<file path="src/rtl/ctrl_pkg.sv">
// Shared definitions for the multicycle control unit: FSM state encoding,
// RV32 opcode/funct7 constants, ALU operation codes and the instruction
// field layout. Imported by ctrl_alu_decode and multicycle_control_unit.
package ctrl_pkg;

  typedef enum logic [2:0] {
    ST_FETCH   = 3'd0,
    ST_DECODE  = 3'd1,
    ST_EXECUTE = 3'd2,
    ST_MEM     = 3'd3,
    ST_WB      = 3'd4,
    ST_TRAP    = 3'd5
  } state_e;

  localparam logic [6:0] OPC_OP     = 7'b0110011;
  localparam logic [6:0] OPC_OP_IMM = 7'b0010011;
  localparam logic [6:0] OPC_LOAD   = 7'b0000011;
  localparam logic [6:0] OPC_STORE  = 7'b0100011;
  localparam logic [6:0] OPC_BRANCH = 7'b1100011;

  localparam logic [6:0] F7_BASE   = 7'b0000000;
  localparam logic [6:0] F7_ALT    = 7'b0100000;
  localparam logic [6:0] F7_MULDIV = 7'b0000001;

  localparam int unsigned ALU_CODE_W = 5;
  typedef logic [ALU_CODE_W-1:0] alu_code_t;

  localparam alu_code_t ALU_ADD  = 5'h00;
  localparam alu_code_t ALU_SUB  = 5'h01;
  localparam alu_code_t ALU_SLL  = 5'h02;
  localparam alu_code_t ALU_SLT  = 5'h03;
  localparam alu_code_t ALU_SLTU = 5'h04;
  localparam alu_code_t ALU_XOR  = 5'h05;
  localparam alu_code_t ALU_SRL  = 5'h06;
  localparam alu_code_t ALU_SRA  = 5'h07;
  localparam alu_code_t ALU_OR   = 5'h08;
  localparam alu_code_t ALU_AND  = 5'h09;
  localparam alu_code_t ALU_MUL  = 5'h10; // MUL..REMU occupy 0x10-0x17

  // R-type instruction field layout (other formats reuse the same bit slots)
  typedef struct packed {
    logic [6:0] funct7;
    logic [4:0] rs2;
    logic [4:0] rs1;
    logic [2:0] funct3;
    logic [4:0] rd;
    logic [6:0] opcode;
  } instr_t;

  // Base integer ALU op from funct3; alt selects SUB/SRA
  function automatic alu_code_t base_alu_op(input logic [2:0] funct3, input logic alt);
    alu_code_t op;
    case (funct3)
      3'b000:  op = alt ? ALU_SUB : ALU_ADD;
      3'b001:  op = ALU_SLL;
      3'b010:  op = ALU_SLT;
      3'b011:  op = ALU_SLTU;
      3'b100:  op = ALU_XOR;
      3'b101:  op = alt ? ALU_SRA : ALU_SRL;
      3'b110:  op = ALU_OR;
      default: op = ALU_AND;
    endcase
    return op;
  endfunction

endpackage

</file>
<file path="src/rtl/ctrl_alu_decode.sv">
// Combinational instruction decoder: maps the instruction register to the
// ALU operation, the operand-B-immediate select and a legality flag.
// Optional feature macro: CTRL_RV32M_EN (accepts R-type funct7=0000001).
// Ports: ir (in, 32), alu_op (out, ALU_OP_W), alu_src_imm (out), legal (out).
module ctrl_alu_decode
  import ctrl_pkg::*;
#(
  parameter int unsigned ALU_OP_W = 5
) (
  input  logic [31:0]         ir,
  output logic [ALU_OP_W-1:0] alu_op,
  output logic                alu_src_imm,
  output logic                legal
);

  instr_t f;
  assign f = ir;

  // Register specifiers play no part in control decoding
  logic unused_regs;
  assign unused_regs = ^{f.rd, f.rs1, f.rs2};

  always_comb begin
    alu_op      = ALU_OP_W'(ALU_ADD);
    alu_src_imm = 1'b0;
    legal       = 1'b0;
    case (f.opcode)
      OPC_OP: begin
        if (f.funct7 == F7_BASE) begin
          legal  = 1'b1;
          alu_op = ALU_OP_W'(base_alu_op(f.funct3, 1'b0));
        end else if (f.funct7 == F7_ALT && (f.funct3 == 3'b000 || f.funct3 == 3'b101)) begin
          legal  = 1'b1;
          alu_op = ALU_OP_W'(base_alu_op(f.funct3, 1'b1));
        end
`ifdef CTRL_RV32M_EN
        else if (f.funct7 == F7_MULDIV) begin
          legal  = 1'b1;
          alu_op = ALU_OP_W'(ALU_MUL + alu_code_t'(f.funct3));
        end
`endif
      end
      // funct7[5] is an immediate bit for ADDI, so it only selects SRAI
      OPC_OP_IMM: begin
        legal       = 1'b1;
        alu_src_imm = 1'b1;
        alu_op      = ALU_OP_W'(base_alu_op(f.funct3, (f.funct3 == 3'b101) && f.funct7[5]));
      end
      OPC_LOAD, OPC_STORE: begin
        legal       = 1'b1;
        alu_src_imm = 1'b1;
      end
      OPC_BRANCH: begin
        legal  = 1'b1;
        alu_op = ALU_OP_W'(ALU_SUB);
      end
      default: ;
    endcase
  end

endmodule

</file>
<file path="src/rtl/multicycle_control_unit.sv">
// Multicycle RV32 control FSM: FETCH -> DECODE -> EXECUTE -> (MEM) -> (WB),
// with a sticky TRAP for illegal instructions and memory timeouts.
// Optional feature macro: CTRL_RV32M_EN (M-extension ops wait for alu_done).
// Ports: clk, rst_n; imem_req/imem_ready/imem_rdata instruction port;
// dmem_req/dmem_we/dmem_ready data port; alu_done; ir, alu_op, alu_src_imm,
// reg_write, pc_en, trap control outputs; state debug output.
module multicycle_control_unit
  import ctrl_pkg::*;
#(
  parameter int unsigned ALU_OP_W    = 5,
  parameter int unsigned MEM_TIMEOUT = 16
) (
  input  logic                clk,
  input  logic                rst_n,
  output logic                imem_req,
  input  logic                imem_ready,
  input  logic [31:0]         imem_rdata,
  output logic                dmem_req,
  output logic                dmem_we,
  input  logic                dmem_ready,
  input  logic                alu_done,
  output logic [31:0]         ir,
  output logic [ALU_OP_W-1:0] alu_op,
  output logic                alu_src_imm,
  output logic                reg_write,
  output logic                pc_en,
  output logic                trap,
  output logic [2:0]          state
);

  localparam int unsigned CNT_W = $clog2(MEM_TIMEOUT + 1);

  state_e              state_q, state_d;
  logic [31:0]         ir_q, ir_d;
  logic [CNT_W-1:0]    cnt_q, cnt_d;
  logic                imem_req_d, dmem_req_d, dmem_we_d, alu_src_imm_d;
  logic                reg_write_d, pc_en_q, pc_en_d, trap_d;
  logic [ALU_OP_W-1:0] alu_op_d;
  logic                store_done_c;

  logic [ALU_OP_W-1:0] dec_op;
  logic                dec_imm, dec_legal;

  ctrl_alu_decode #(.ALU_OP_W(ALU_OP_W)) u_dec (
    .ir          (ir_q),
    .alu_op      (dec_op),
    .alu_src_imm (dec_imm),
    .legal       (dec_legal)
  );

  logic is_load, is_store, is_branch;
  assign is_load   = (ir_q[6:0] == OPC_LOAD);
  assign is_store  = (ir_q[6:0] == OPC_STORE);
  assign is_branch = (ir_q[6:0] == OPC_BRANCH);

`ifdef CTRL_RV32M_EN
  logic is_mul;
  assign is_mul = (ir_q[6:0] == OPC_OP) && (ir_q[31:25] == F7_MULDIV);
`else
  logic unused_alu_done;
  assign unused_alu_done = alu_done;
`endif

  // Next state plus next values of the registered outputs
  always_comb begin
    state_d      = state_q;
    ir_d         = ir_q;
    cnt_d        = cnt_q;
    store_done_c = 1'b0;
    case (state_q)
      ST_FETCH: begin
        if (imem_req) begin
          if (imem_ready) begin
            ir_d    = imem_rdata;
            state_d = ST_DECODE;
          end else begin
            cnt_d = cnt_q + CNT_W'(1);
            if (cnt_d == CNT_W'(MEM_TIMEOUT)) state_d = ST_TRAP;
          end
        end
      end
      ST_DECODE: state_d = dec_legal ? ST_EXECUTE : ST_TRAP;
      ST_EXECUTE: begin
        if (is_load || is_store) state_d = ST_MEM;
        else if (is_branch)      state_d = ST_FETCH;
`ifdef CTRL_RV32M_EN
        else if (!is_mul || alu_done) state_d = ST_WB;
`else
        else                     state_d = ST_WB;
`endif
      end
      ST_MEM: begin
        if (dmem_req) begin
          if (dmem_ready) begin
            store_done_c = is_store;
            state_d      = is_store ? ST_FETCH : ST_WB;
          end else begin
            cnt_d = cnt_q + CNT_W'(1);
            if (cnt_d == CNT_W'(MEM_TIMEOUT)) state_d = ST_TRAP;
          end
        end
      end
      ST_WB:   state_d = ST_FETCH;
      ST_TRAP: state_d = ST_TRAP;
      default: state_d = ST_TRAP;
    endcase

    if (state_d != state_q) cnt_d = '0;

    imem_req_d    = (state_d == ST_FETCH);
    dmem_req_d    = (state_d == ST_MEM);
    dmem_we_d     = (state_d == ST_MEM) && is_store;
    reg_write_d   = (state_d == ST_WB);
    trap_d        = (state_d == ST_TRAP);
    // Branch PC strobe covers its single EXECUTE cycle
    pc_en_d       = (state_d == ST_WB) ||
                    ((state_q == ST_DECODE) && (state_d == ST_EXECUTE) && is_branch);
    alu_op_d      = ALU_OP_W'(ALU_ADD);
    alu_src_imm_d = 1'b0;
    if (state_d == ST_EXECUTE || state_d == ST_MEM || state_d == ST_WB) begin
      alu_op_d      = dec_op;
      alu_src_imm_d = dec_imm;
    end
  end

  // State and registered outputs
  always_ff @(posedge clk or negedge rst_n) begin
    if (!rst_n) begin
      state_q     <= ST_FETCH;
      ir_q        <= '0;
      cnt_q       <= '0;
      imem_req    <= 1'b0;
      dmem_req    <= 1'b0;
      dmem_we     <= 1'b0;
      alu_op      <= '0;
      alu_src_imm <= 1'b0;
      reg_write   <= 1'b0;
      pc_en_q     <= 1'b0;
      trap        <= 1'b0;
    end else begin
      state_q     <= state_d;
      ir_q        <= ir_d;
      cnt_q       <= cnt_d;
      imem_req    <= imem_req_d;
      dmem_req    <= dmem_req_d;
      dmem_we     <= dmem_we_d;
      alu_op      <= alu_op_d;
      alu_src_imm <= alu_src_imm_d;
      reg_write   <= reg_write_d;
      pc_en_q     <= pc_en_d;
      trap        <= trap_d;
    end
  end

  // A store retires in the cycle dmem_ready arrives, so that strobe is combinational
  assign pc_en = pc_en_q | store_done_c;
  assign ir    = ir_q;
  assign state = state_q;

endmodule

</file>
<file path="config.mk">
export PLATFORM = sky130hd
export DESIGN_NAME = multicycle_control_unit
export DESIGN_NICKNAME = d
export VERILOG_FILES = /design/src/rtl/ctrl_pkg.sv /design/src/rtl/ctrl_alu_decode.sv /design/src/rtl/multicycle_control_unit.sv
export SDC_FILE = /design/constraint.sdc
export NUM_CORES = 1
export LEC_CHECK = 0
export ABC_AREA = 1
export BUFFER_PORTS_ARGS = -buffer_cell sky130_fd_sc_hd__buf_2
export CAP_MARGIN = 20
export CORE_MARGIN = 1
export CORE_UTILIZATION = 40
export CTS_CLUSTER_SIZE = 14
export DETAILED_ROUTE_END_ITERATION = 16
export SYNTH_ARGS = -nofsm -noshare
export SYNTH_HDL_FRONTEND = slang
export SYNTH_HIERARCHICAL = 1
export SYNTH_SLANG_ARGS = --single-unit
</file>
<file path="constraint.sdc">
create_clock -name clk -period 2.8 [get_ports clk]
set_input_delay 0.14 -clock clk [delete_from_list [all_inputs] [get_ports clk]]
set_output_delay 0.14 -clock clk [all_outputs]
set_load 0.005 [all_outputs]
</file>
==> summary.txt <==
Outcome
  • Status: complete, but fails checks
  • Failing checks: design-rule violations

Synthesis
  • Ys Warns: 6
  • Synth area leaders: dfrtp_1 48%, nand2_1 18%, inv_1 4.7%, nor2_2 4.4%, nand3_1 3.7%
  • Commonest cells post-synth: 131 x nand2_1, 52 x dfrtp_1, 34 x inv_1, 24 x nor2_1, 20 x nand3_1
  • Sequential share of the synthesized area: 48.3%
  • Synth Area in XOR/XNOR: 0.651%
  • Compound-gate portion of the synthesized area: 4.23%
  • Largest family of logic cells by synthesized area: simple AND/OR/NAND/NOR gates
  • Post-synthesis simple-gate area fraction: 38.2%
  • Netlist cell types: 31
  • Synth async-reset ratio: 100%
  • Post-Syn Nets: 387
  • Synth area leader: dfrtp_1
  • Mapped Area: 2690 sq um
  • Post-synth EDFFs: 0
  • Synthesized area per cell: 7.71 sq um
  • Syn Inst Count: 349
  • Most numerous cell in the Yosys netlist: nand2_1
  • Top_reg_cell synth: dfrtp_1
  • Multiplexer area fraction after synthesis: 0%
  • Adder-cell share of the synthesized area: 0.465%
  • Yosys top cell area share: 48.3%
  • FF+latch count, synth: 52

Floorplan
  • I/O pin count: 84
  • Number of cell rows: 29
  • Die W: 84.0 um
  • Core Area: 6420 sq um
  • Initial core utilization: 41.9%
  • Full die area: 7060 sq um
  • Die height: 84.0 um

Worst setup path
  • FF-to-FF setup slack: 740 ps
  • Worst path cell trace: nor2_1, nand2_1, nand2_1, nand2_1, nand2_1, nand2_1, nand2_1, inv_1, nand4_1, and2_1, nand2_1, nor2_4, nand2_4, a21oi_4, nor2_2
  • Critical path depth in cells: 15
  • Slowest-stage cell, CP: dfrtp_1
  • Crit path max fanout: 8
  • Buffer and inverter count on the worst path: 1
  • Crit path largest cell delay: 490 ps
  • CP Launch Type: register
  • Crit Path Category: reg2reg
  • Reg2reg path depth: 15
  • CP required: 2990 ps
  • CP delay by family, top: simple AND/OR/NAND/NOR gates
  • Setup crit end kind: register
  • Most frequent CP cell: nand2_1
  • CP Data Arrival Time: 2250 ps

Clock tree
  • CTS tree: yes
  • Clock sinks: 52
  • Root buf cell: clkbuf_8
  • CTS Buffer Depth: 2
  • Skew-Pair Late Insertion Delay: 300 ps
  • TritonCTS Buffers: 5
  • Post-CTS Resized: 0
  • H-Tree Depth: 2
  • Worst-path clk slew: 100 ps

Final layout
  • Nets: 474
  • Antenna Cells: 0
  • Layout cells sized above 1: 33.0%
  • Area grow syn2layout: 22.2%

STA
  • RSZ-0062 raised after global routing: no
  • WHS: 23.2 ps
  • Hold Fails Final Rpt: 0
  • Final worst path period need: 2060 ps
  • Fmax: 485 MHz
  • Clock Skews: 10.1 ps
  • Final period util: 73.7%
  • Slew Viols, Final: 0
  • Setup Viol. Count Final: 0
  • Setup_tns: 0 ps

Pwr
  • Peak VDD IR: 0.432 mV
  • Power, Total: 0.00290 W
  • Static leakage: 1.80 nW
  • Pwr Density: 883 nW/um^2

Drt
  • Vias: 2354
  • Post-DR wirelength/cell: 11.3 um
  • Drt first pass iters: 10
  • Total Wirelength: 5790 um
  • DRC viols: 1
  • Vias per inst: 4.59
  • DR iter-0 viols: 82
  • Post-route ant nets: 0

Worst hold path
  • Hold Path Depth: 3
  • Hold crit path type: in2reg

Global route
  • Overflow after GRT: 0
  • Global-route wire length before repair: 10200 um
  • Total global-route track usage: 17.6%
  • Largest net degree at the start of global routing: 37
  • Initial antenna violation count: 0
  • Vias in the first global route: 2270

Place
  • PortBufs: 82
  • HPWL Detailed: 4440 um
  • GP Congestion: 0.809

Flow run
  • # Max-Cap Violations: 0
==> layout by cell type (no fill, tap or decap), types with 5 or more instances in the layout <==
cell and n:
inv_1 34, nand2_1 131, nand3_1 20, nor2_1 24, clkbuf_8 5, dfrtp_1 52, nand2_2 7, inv_2 11
nand4_1 7, o21ai_0 6, buf_2 82, nor2_2 19
==> final cells by class <==
type | count | area [sq um]
clock inverter | 2 | 16.3
tap | 77 | 96.3
sequential | 52 | 1300
multi-input combinational | 242 | 1180
inverter | 48 | 180
timing repair buffer | 87 | 450
fill | 663 | 3130
clock buffer | 5 | 68.8
==> through the flow <==
stage,cells,setup WS (ps),utilization (%),cell area (sq um)
6_report,513,736,51.2,3290
5_1_grt,513,479,51.2,3290
4_1_cts,513,707,51.2,3290
3_5_place_dp,505,741,49.7,3190
3_3_place_gp,505,769,49.7,3190
2_1_floorplan,349,957,-,2690
==> flip-flops by register name, indices dropped and copies added (netlist names) <==
| register | count |
|---|---|
| alu_op | 5 |
| cnt_q | 5 |
| imem_req | 1 |
| dmem_req | 1 |
| dmem_we | 1 |
| trap | 1 |
| pc_en_q | 1 |
| alu_src_imm | 1 |
| state | 3 |
| ir | 32 |
| reg_write | 1 |
==> logic make-up after synthesis <==
group,Yosys count
AOI/OAI and AO/OA,17
xor gates and xnor gates,2
adders and majority gates,1
buffers and inverters,55
DFF,52
other,1
and+or+nand+nor,221
==> final timing paths <==
check,start,end
worst max-delay path,ir[14],alu_op[0]
worst min-delay path,imem_rdata[17],ir[17]
worst max register to register,ir[14],alu_op[0]
worst min register to register,ir[19],ir[19]
max in group asynchronous,rst_n,state[2]
min in group asynchronous,rst_n,ir[30]
==> power breakdown <==
part           total [W]  internal [W]  switching [W]
registers        0.00124       0.00100       0.000233
logic            0.00124      0.000498       0.000742
clock network   0.000428      0.000175       0.000253
total            0.00290       0.00168        0.00123
==> repair_timing <==
item,in CTS,in global routing
hold endpoints to repair,16,0
buffers inserted,0,0
hold buffers,1,0
==> worst min-delay path, stage by stage <==
cell and delay (ps):
buf_2 70, nand2_1 40, nand2_1 40
==> per-layer routing <==
layer | global-route usage [%] | routed length [um] | vias to the layer above
met1 | 23.2 | 2790 | 1044
met4 | 5.33 | 121 | 0
met2 | 29.1 | 2600 | 65
met5 | 0 | 0 | -
met3 | 3.76 | 271 | 12
li1 | - | - | 1233
Note: power is estimated with default switching activity, not from simulation.
